[config.mk]
export PLATFORM = sky130hd
export DESIGN_NAME = proc_control_unit_flat
export DESIGN_NICKNAME = d
export VERILOG_FILES = /design/src/rtl/proc_control_unit_if.sv /design/src/rtl/proc_control_unit.sv /design/src/flat_wrapper.sv
export SDC_FILE = /design/constraint.sdc
export NUM_CORES = 1
export LEC_CHECK = 0
export ABC_AREA = 1
export CORE_MARGIN = 3
export CORE_UTILIZATION = 30
export CTS_BUF_LIST = sky130_fd_sc_hd__clkbuf_16
export CTS_CLUSTER_DIAMETER = 50
export CTS_CLUSTER_SIZE = 40
export DETAILED_ROUTE_END_ITERATION = 10
export MAX_ROUTING_LAYER = met4
export PLACE_DENSITY = 0.68
export SLEW_MARGIN = 5
export SYNTH_ARGS = -nofsm -noshare
export SYNTH_HDL_FRONTEND = slang
export SYNTH_SLANG_ARGS = --single-unit
[constraint.sdc]
create_clock -name clk -period 1.7 [get_ports clk]
set_input_delay 0.51 -clock clk [delete_from_list [all_inputs] [get_ports clk]]
set_output_delay 0.51 -clock clk [all_outputs]
set_load 0.02 [all_outputs]
[src/rtl/proc_control_unit_if.sv]
// Control-side bundle between the processor control FSM and its datapath.
// CTRL_MVNZ_EN adds the gnz status input used by the mvnz instruction.
interface proc_control_unit_if;
  // run is a level start request, looked at only while the controller sits in T0.
  // It has no ready/ack: done pulsing marks the end of the fetched instruction.
  logic        run;
  logic [15:0] din;
`ifdef CTRL_MVNZ_EN
  logic        gnz;
`endif
  logic [9:0]  select;
  logic [7:0]  rin;
  logic        ain;
  logic        gin;
  logic        addsub;
  logic        done;
  logic [8:0]  ir;
  logic [1:0]  step;

`ifdef CTRL_MVNZ_EN
  modport master (input run, din, gnz,
                  output select, rin, ain, gin, addsub, done, ir, step);
  modport slave  (output run, din, gnz,
                  input select, rin, ain, gin, addsub, done, ir, step);
`else
  modport master (input run, din,
                  output select, rin, ain, gin, addsub, done, ir, step);
  modport slave  (output run, din,
                  input select, rin, ain, gin, addsub, done, ir, step);
`endif
endinterface

[src/rtl/proc_control_unit.sv]
// T0..T3 control FSM for the 16-bit register-transfer processor (mv, mvi, add, sub).
// Optional macro CTRL_MVNZ_EN adds the conditional move mvnz (opcode 100) gated by gnz.
module proc_control_unit #(
    parameter logic [9:0] IDLE_SELECT = 10'b00_0000_0000
) (
    input logic clk,
    input logic rst,
    proc_control_unit_if.master bus
);

    typedef enum logic [1:0] {T0 = 2'd0, T1 = 2'd1, T2 = 2'd2, T3 = 2'd3} step_t;

    localparam logic [2:0] OP_MV   = 3'b000;
    localparam logic [2:0] OP_MVI  = 3'b001;
    localparam logic [2:0] OP_ADD  = 3'b010;
    localparam logic [2:0] OP_SUB  = 3'b011;
`ifdef CTRL_MVNZ_EN
    localparam logic [2:0] OP_MVNZ = 3'b100;
`endif
    localparam logic [9:0] SEL_DIN = 10'b10_0000_0000;
    localparam logic [9:0] SEL_G   = 10'b01_0000_0000;

    step_t      step_q, step_d;
    logic [8:0] ir_q;
    logic [2:0] opcode, rx, ry;
    logic       is_alu;
    logic       unused_din;

    assign opcode     = ir_q[8:6];
    assign rx         = ir_q[5:3];
    assign ry         = ir_q[2:0];
    assign is_alu     = (opcode == OP_ADD) || (opcode == OP_SUB);
    assign unused_din = ^bus.din[15:9];
    assign bus.ir     = ir_q;
    assign bus.step   = step_q;

    // Register R_i sits on select bit 7-i.
    function automatic logic [9:0] reg_sel(input logic [2:0] r);
        reg_sel = 10'd1 << (3'd7 - r);
    endfunction

    always_ff @(posedge clk or posedge rst) begin
        if (rst) begin
            step_q <= T0;
            ir_q   <= '0;
        end else begin
            step_q <= step_d;
            if (step_q == T0 && bus.run)
                ir_q <= bus.din[8:0];
        end
    end

    always_comb begin
        step_d = T0;
        case (step_q)
            T0:      step_d = bus.run ? T1 : T0;
            T1:      step_d = is_alu ? T2 : T0;
            T2:      step_d = T3;
            default: step_d = T0;
        endcase
    end

    always_comb begin
        bus.select = IDLE_SELECT;
        bus.rin    = '0;
        bus.ain    = 1'b0;
        bus.gin    = 1'b0;
        bus.addsub = 1'b0;
        bus.done   = 1'b0;
        case (step_q)
            T1: begin
                case (opcode)
                    OP_MV: begin
                        bus.select = reg_sel(ry);
                        bus.rin    = 8'd1 << rx;
                        bus.done   = 1'b1;
                    end
                    OP_MVI: begin
                        bus.select = SEL_DIN;
                        bus.rin    = 8'd1 << rx;
                        bus.done   = 1'b1;
                    end
                    OP_ADD, OP_SUB: begin
                        bus.select = reg_sel(rx);
                        bus.ain    = 1'b1;
                    end
`ifdef CTRL_MVNZ_EN
                    OP_MVNZ: begin
                        bus.select = reg_sel(ry);
                        bus.rin    = bus.gnz ? (8'd1 << rx) : 8'd0;
                        bus.done   = 1'b1;
                    end
`endif
                    default: bus.done = 1'b1;  // undefined opcode retires as a NOP
                endcase
            end
            T2: begin
                bus.select = reg_sel(ry);
                bus.gin    = 1'b1;
                bus.addsub = (opcode == OP_SUB);
            end
            T3: begin
                bus.select = SEL_G;
                bus.rin    = 8'd1 << rx;
                bus.done   = 1'b1;
            end
            default: ;
        endcase
    end

endmodule

[src/flat_wrapper.sv]
// flat-port wrapper written by rule: the top's interface ports become plain ports
module proc_control_unit_flat 
#(
    parameter logic [9:0] IDLE_SELECT = 10'b00_0000_0000
)
  (clk, rst, bus_run, bus_din, bus_select, bus_rin, bus_ain, bus_gin, bus_addsub, bus_done, bus_ir, bus_step);
  proc_control_unit_if bus_i ();
  input logic clk;
  input logic rst;
  input wire logic [$bits(bus_i.run)-1:0] bus_run;
  input wire logic [$bits(bus_i.din)-1:0] bus_din;
  output wire logic [$bits(bus_i.select)-1:0] bus_select;
  output wire logic [$bits(bus_i.rin)-1:0] bus_rin;
  output wire logic [$bits(bus_i.ain)-1:0] bus_ain;
  output wire logic [$bits(bus_i.gin)-1:0] bus_gin;
  output wire logic [$bits(bus_i.addsub)-1:0] bus_addsub;
  output wire logic [$bits(bus_i.done)-1:0] bus_done;
  output wire logic [$bits(bus_i.ir)-1:0] bus_ir;
  output wire logic [$bits(bus_i.step)-1:0] bus_step;
  assign bus_i.run = bus_run;
  assign bus_i.din = bus_din;
  assign bus_select = bus_i.select;
  assign bus_rin = bus_i.rin;
  assign bus_ain = bus_i.ain;
  assign bus_gin = bus_i.gin;
  assign bus_addsub = bus_i.addsub;
  assign bus_done = bus_i.done;
  assign bus_ir = bus_i.ir;
  assign bus_step = bus_i.step;
  proc_control_unit #(.IDLE_SELECT(IDLE_SELECT)) u_core (.clk(clk), .rst(rst), .bus(bus_i));
endmodule
=== Word level (Yosys, flattened, before mapping) ===
Cells that the tools add are included.

* Reduce and logical (&&, ||, !) cells: 6
* Shift operators: 3
* $add $sub $neg: 2
* Multiplexer cells: 13
* Equal/unequal tests: 6

{| class="wikitable"
|+ Operators by type and width
! cell !! number
|-
| one-hot mux 10 bit (3 select lines) || 2
|-
| left shift 1 x 3 -> 10 bit, first input constant || 2
|-
| one-hot mux 8 bit (2 select lines) || 1
|-
| 2-to-1 mux 8 bit || 1
|-
| left shift 1 x 3 -> 8 bit, first input constant || 1
|-
| == test 3 x 2 -> 1 bit, second input constant || 2
|-
| 2-to-1 mux 1 bit || 6
|-
| one-hot mux 2 bit (3 select lines) || 1
|-
| subtractor 3 bit, first input constant || 2
|-
| == test 2 bit, second input constant || 2
|-
| OR reduction 2 bit || 2
|-
| == test 3 x 1 -> 1 bit, second input constant || 1
|-
| logical NOT 3 bit || 1
|-
| == test 2 x 1 -> 1 bit, second input constant || 1
|-
| logical NOT 2 bit || 1
|-
| 2-to-1 mux 2 bit || 1
|-
| one-hot mux 1 bit (2 select lines) || 1
|-
| logical AND 1 bit || 1
|-
| logical OR 1 bit || 1
|}

* Bits in registers: 11
* Logic and storage cells: 32

=== Longest topological paths before layout ===
* Word-level depth: 4
* Gate-level depth with buffers: 7
* Mapped depth without buffers: 7

=== Worst setup path after synthesis ===
No wires, ideal clock.

* Path kind: register to output
* From: register u_core.step_q[1], in the netlist u_core.bus.step[1]
* To: output port bus_select[9]
* Cell stages (with the launch flop): 4
* Required time: 1.190 ns
* Path slack: -0.203 ns
* Data arrival time: 1.393 ns
* Path through: dfrtp_1 inv_2 nand2_1 nor4_1

* Longest elaborated chain between the ends: 2
* Elaborated cells between the ends (all ways): 4
* Those cells by class: 3 x eq/ne; 1 x mux

{| class="wikitable"
|+ Ends and longest elaborated chain
! item !! RTL line !! source
|-
| start, declared || proc_control_unit.sv:23 || <nowiki>step_t step_q, step_d;</nowiki>
|-
| start signal, assigned || proc_control_unit.sv:47 || <nowiki>step_q <= step_d;</nowiki>
|-
| == test 2 bit / == test 2 x 1 -> 1 bit (equally long branches) || proc_control_unit.sv:70 || <nowiki>case (step_q)</nowiki>
|-
| one-hot mux 10 bit (3 select lines) (*) || proc_control_unit.sv:70 ||
|-
| end, declared || flat_wrapper.sv:12 || <nowiki>output wire logic [$bits(bus_i.select)-1:0] bus_select;</nowiki>
|}

Mark *: on every way between the ends. The rest lies on a longest branch, timed or not.

=== Worst setup path in the final report ===
* From: register u_core.ir_q[8], in the netlist u_core.bus.ir[8]
* To: output port bus_rin[3]

* Longest elaborated chain between the ends: 4
* Elaborated cells between the ends (all ways): 5
* Those cells by class: 1 x eq/ne; 2 x mux; 2 x reduce/logical

{| class="wikitable"
|+ Ends and longest elaborated chain
! item !! RTL line !! source
|-
| start, declared || proc_control_unit.sv:24 || <nowiki>logic [8:0] ir_q;</nowiki>
|-
| start signal, assigned || proc_control_unit.sv:49 || <nowiki>ir_q <= bus.din[8:0];</nowiki>
|-
| == test 3 x 1 -> 1 bit / logical NOT 3 bit (equally long branches) || proc_control_unit.sv:72 || <nowiki>case (opcode)</nowiki>
|-
| OR reduction 2 bit (no line) (*) || - ||
|-
| 2-to-1 mux 8 bit (*) || - ||
|-
| one-hot mux 8 bit (2 select lines) (*) || proc_control_unit.sv:70 ||
|-
| end, declared || flat_wrapper.sv:13 || <nowiki>output wire logic [$bits(bus_i.rin)-1:0] bus_rin;</nowiki>
|}

Marks and branches as above.

==> impl_metrics.csv <==
group,metric,value,unit
outcome,violations,"negative setup slack",
clock_tree,cts-root-buf,"clkbuf_16",
grt,globalRouteOverflowTotal,0,
timing,report.final.setup_viol,20,
timing,fmax,505,MHz
cells_and_area,finalNonFillerCells,250,
synth,syn_nets,153,
synth,ys_types,17,
timing,tns,-3.71,ns
worst_hold_path,holdCritPathClass,"in -> async",
route,drt_iter0_markers,49,
synth,synth_area_leaders,"dfrtp_1 34%, nand2_1 21%, nor2_1 12%",
grt,grt_max_degree,20,
setup_path,worst_setup_path_end_kind,"primary output",
die,dieArea,3380,um2
grt,antenna_found_initial,0,
synth,synth-seq-cells,11,
synth,postSynthAreaPerCell,6.08,um2
grt,grt_pass1_wl,5180,um
die,die_h,58.1,um
clock_tree,clkLatencyLatePin,0.24,ns
grt,grt_usage,20.9,%
synth,post-synth-top-area-fraction,33.8,%
placement,hpwl,2300,um
cells_and_area,drive_gt1_share,52.7,%
setup_path,regToRegSetupSlack,0.47,ns
pwr,peakVddDrop,1.38,mV
synth,yosysWarnings,0,
synth,synth_cells,134,
cells_and_area,final_core_util,74.1,%
placement,gp_congestion,0.920,
route,via_count,1229,
setup_path,reg2regPathDepth,5,
outcome,status,"finished with violations",
grt,grt_pass1_vias,1205,
cells_and_area,fillers,191,
setup_path,path_class,"reg -> out",
clock_tree,cts_tree,"yes",
die,ioPinCount,52,
setup_path,crit-reg2reg-capture,"u_core.bus.ir[5]",
route,routed_wl,3630,um
route,post_drt_wl_per_cell,14.5,um
setup_path,arrival,1.47,ns
timing,fin_crit_sh,116,%
placement,dp_slack,-0.460,ns
clock_tree,numCtsBuffers,3,
timing,final_max_slew_viol_count,0,
pwr,p_per_area,1770,nW/um2
die,dieWidth,58.1,um
setup_path,worst_setup_path_start_kind,"flop",
die,start_util,32.3,%
synth,synth_seq_area_share,33.8,%
clock_tree,clkSinkCount,11,
setup_path,cp_max_fo,4,
route,first_pass_iters,4,
timing,relSlewSlack,70.2,%
cells_and_area,ff_latch_area,280,um2
synth,synth.largest_area_cell,"dfrtp_1",
cells_and_area,multiInputGateArea,629,um2
setup_path,required,1.19,ns
clock_tree,clock_path_buffers,2,
timing,fin_crit,1.98,ns
clock_tree,cts.htree.levels,1,
route,post_drt_via_cell_ratio,4.92,
run,drv_cap,0,
die,core_area,2520,um2
timing,rsz0062_at_grt,"yes",
cells_and_area,syn_to_final_growth,129,%
route,drc,0,
timing,worst_slack,-0.280,ns
clock_tree,path_clk_slew,0.04,ns
timing,worst_pin_slew,0.447,ns
timing,hold_violations,0,
cells_and_area,nets,240,
placement,port_buffers,44,
timing,holdWs,0.577,ns
pwr,p_leak,0.935,nW
route,ant_nets,0,
timing,clock_skew,0.00117,ns
die,row_count,18,
placement,place_inst,237,
cells_and_area,diodes,0,
setup_path,r2r-start,"u_core.bus.step[0]",
synth,synthesis.area,815,um2
-- stage by stage --
stage | instance area, um2 | power (mW)
detailed placement | 1530 | 2.43
global route | 1870 | 3.49
global placement | 1530 | 2.39
finish | 1870 | 3.31
CTS | 1660 | 2.95
floorplan | 830 | 1.39
-- cell usage in the layout, fill, tap and decap left out, types with 4 or more instances in the layout --
cell type and count:
buf_4 32, dfrtp_2 4, o21ai_2 4, dfrtp_1 7
nor2_1 15, a21oi_1 9, nand3_1 6, inv_2 8
nand2_2 8, clkdlybuf4s50_1 11, nand2_1 34, inv_1 8
nor2_4 7, dlygate4sd2_1 11, buf_6 28, nor2_2 7
-- Yosys cell counts --
library cell and count:
nand2_1 45, nor3_1 3, inv_2 7, nand3_1 8
inv_1 10, o21ai_1 3, or2_1 2, buf_2 2
o21ai_0 2, dfrtp_1 11, a21oi_1 9, o21ai_2 1
nor2_4 2, nand3_4 1, nor2_1 26, nor4_1 1
nor2_2 1
-- layout make-up --
type / count / area share [%]
timing repair buffer: 84 / 41.3
clock buffer: 3 / 4.02
clock inverter: 1 / 0.201
tap: 30 / 2.01
sequential: 11 / 15.0
inverter: 17 / 3.82
multi-input combinational: 104 / 33.7
-- worst max-delay path, stage by stage (launching register included) --
cell	delay, ns
dfrtp_2	0.44
nor2_4	0.19
o21ai_4	0.10
buf_4	0.16
nor3_2	0.15
buf_4	0.18
-- state kept, by name, summed over array words and instances (netlist names) --
name / count
u_core.bus.ir: 9
u_core.bus.step: 2
-- how the worst max path moves through the flow --
| stage | startpoint | end | slack, ns | cells past startpoint |
|---|---|---|---|---|
| 2_1_floorplan | u_core.bus.ir[5] | bus_rin[7] | -0.05 | 3 |
| 3_3_place_gp | u_core.bus.ir[8] | bus_select[3] | -0.41 | 6 |
| 3_5_place_dp | u_core.bus.step[1] | bus_select[3] | -0.46 | 6 |
| 4_1_cts | u_core.bus.ir[7] | bus_addsub | -0.20 | 6 |
| 5_1_grt | u_core.bus.ir[8] | bus_select[7] | -0.33 | 8 |
| 6_report | u_core.bus.ir[8] | bus_rin[3] | -0.28 | 5 |
-- what timing repair did --
| action | in CTS | in global routing |
|---|---|---|
| gates resized for setup | 145 | 55 |
| pin swaps | 9 | 13 |
| hold buffers | 0 | 0 |
| endpoints found under the setup margin | 33 | 22 |
| setup buffers | 4 | 6 |
-- power by group --
part	internal, mW	total [mW]	switching (mW)
sequential	0.393	0.563	0.169
clock	0.309	0.426	0.117
combinational	1.04	2.32	1.28
total	1.75	3.31	1.56
-- layer usage --
layer  wire, um  track usage (%)
met1       1400             22.8
met2       1900             35.5
met3        186             3.34
met4        136             12.3
met5          0                -
-- logic make-up after synthesis --
kind of cell | after synthesis | share of synthesized area (%)
DFF | 11 | 33.8
and+or+nand+nor | 89 | 47.5
AOI/OAI and AO/OA | 15 | 9.68
buffers and inverters | 19 | 9.06
(Power assumes the default switching activity.)
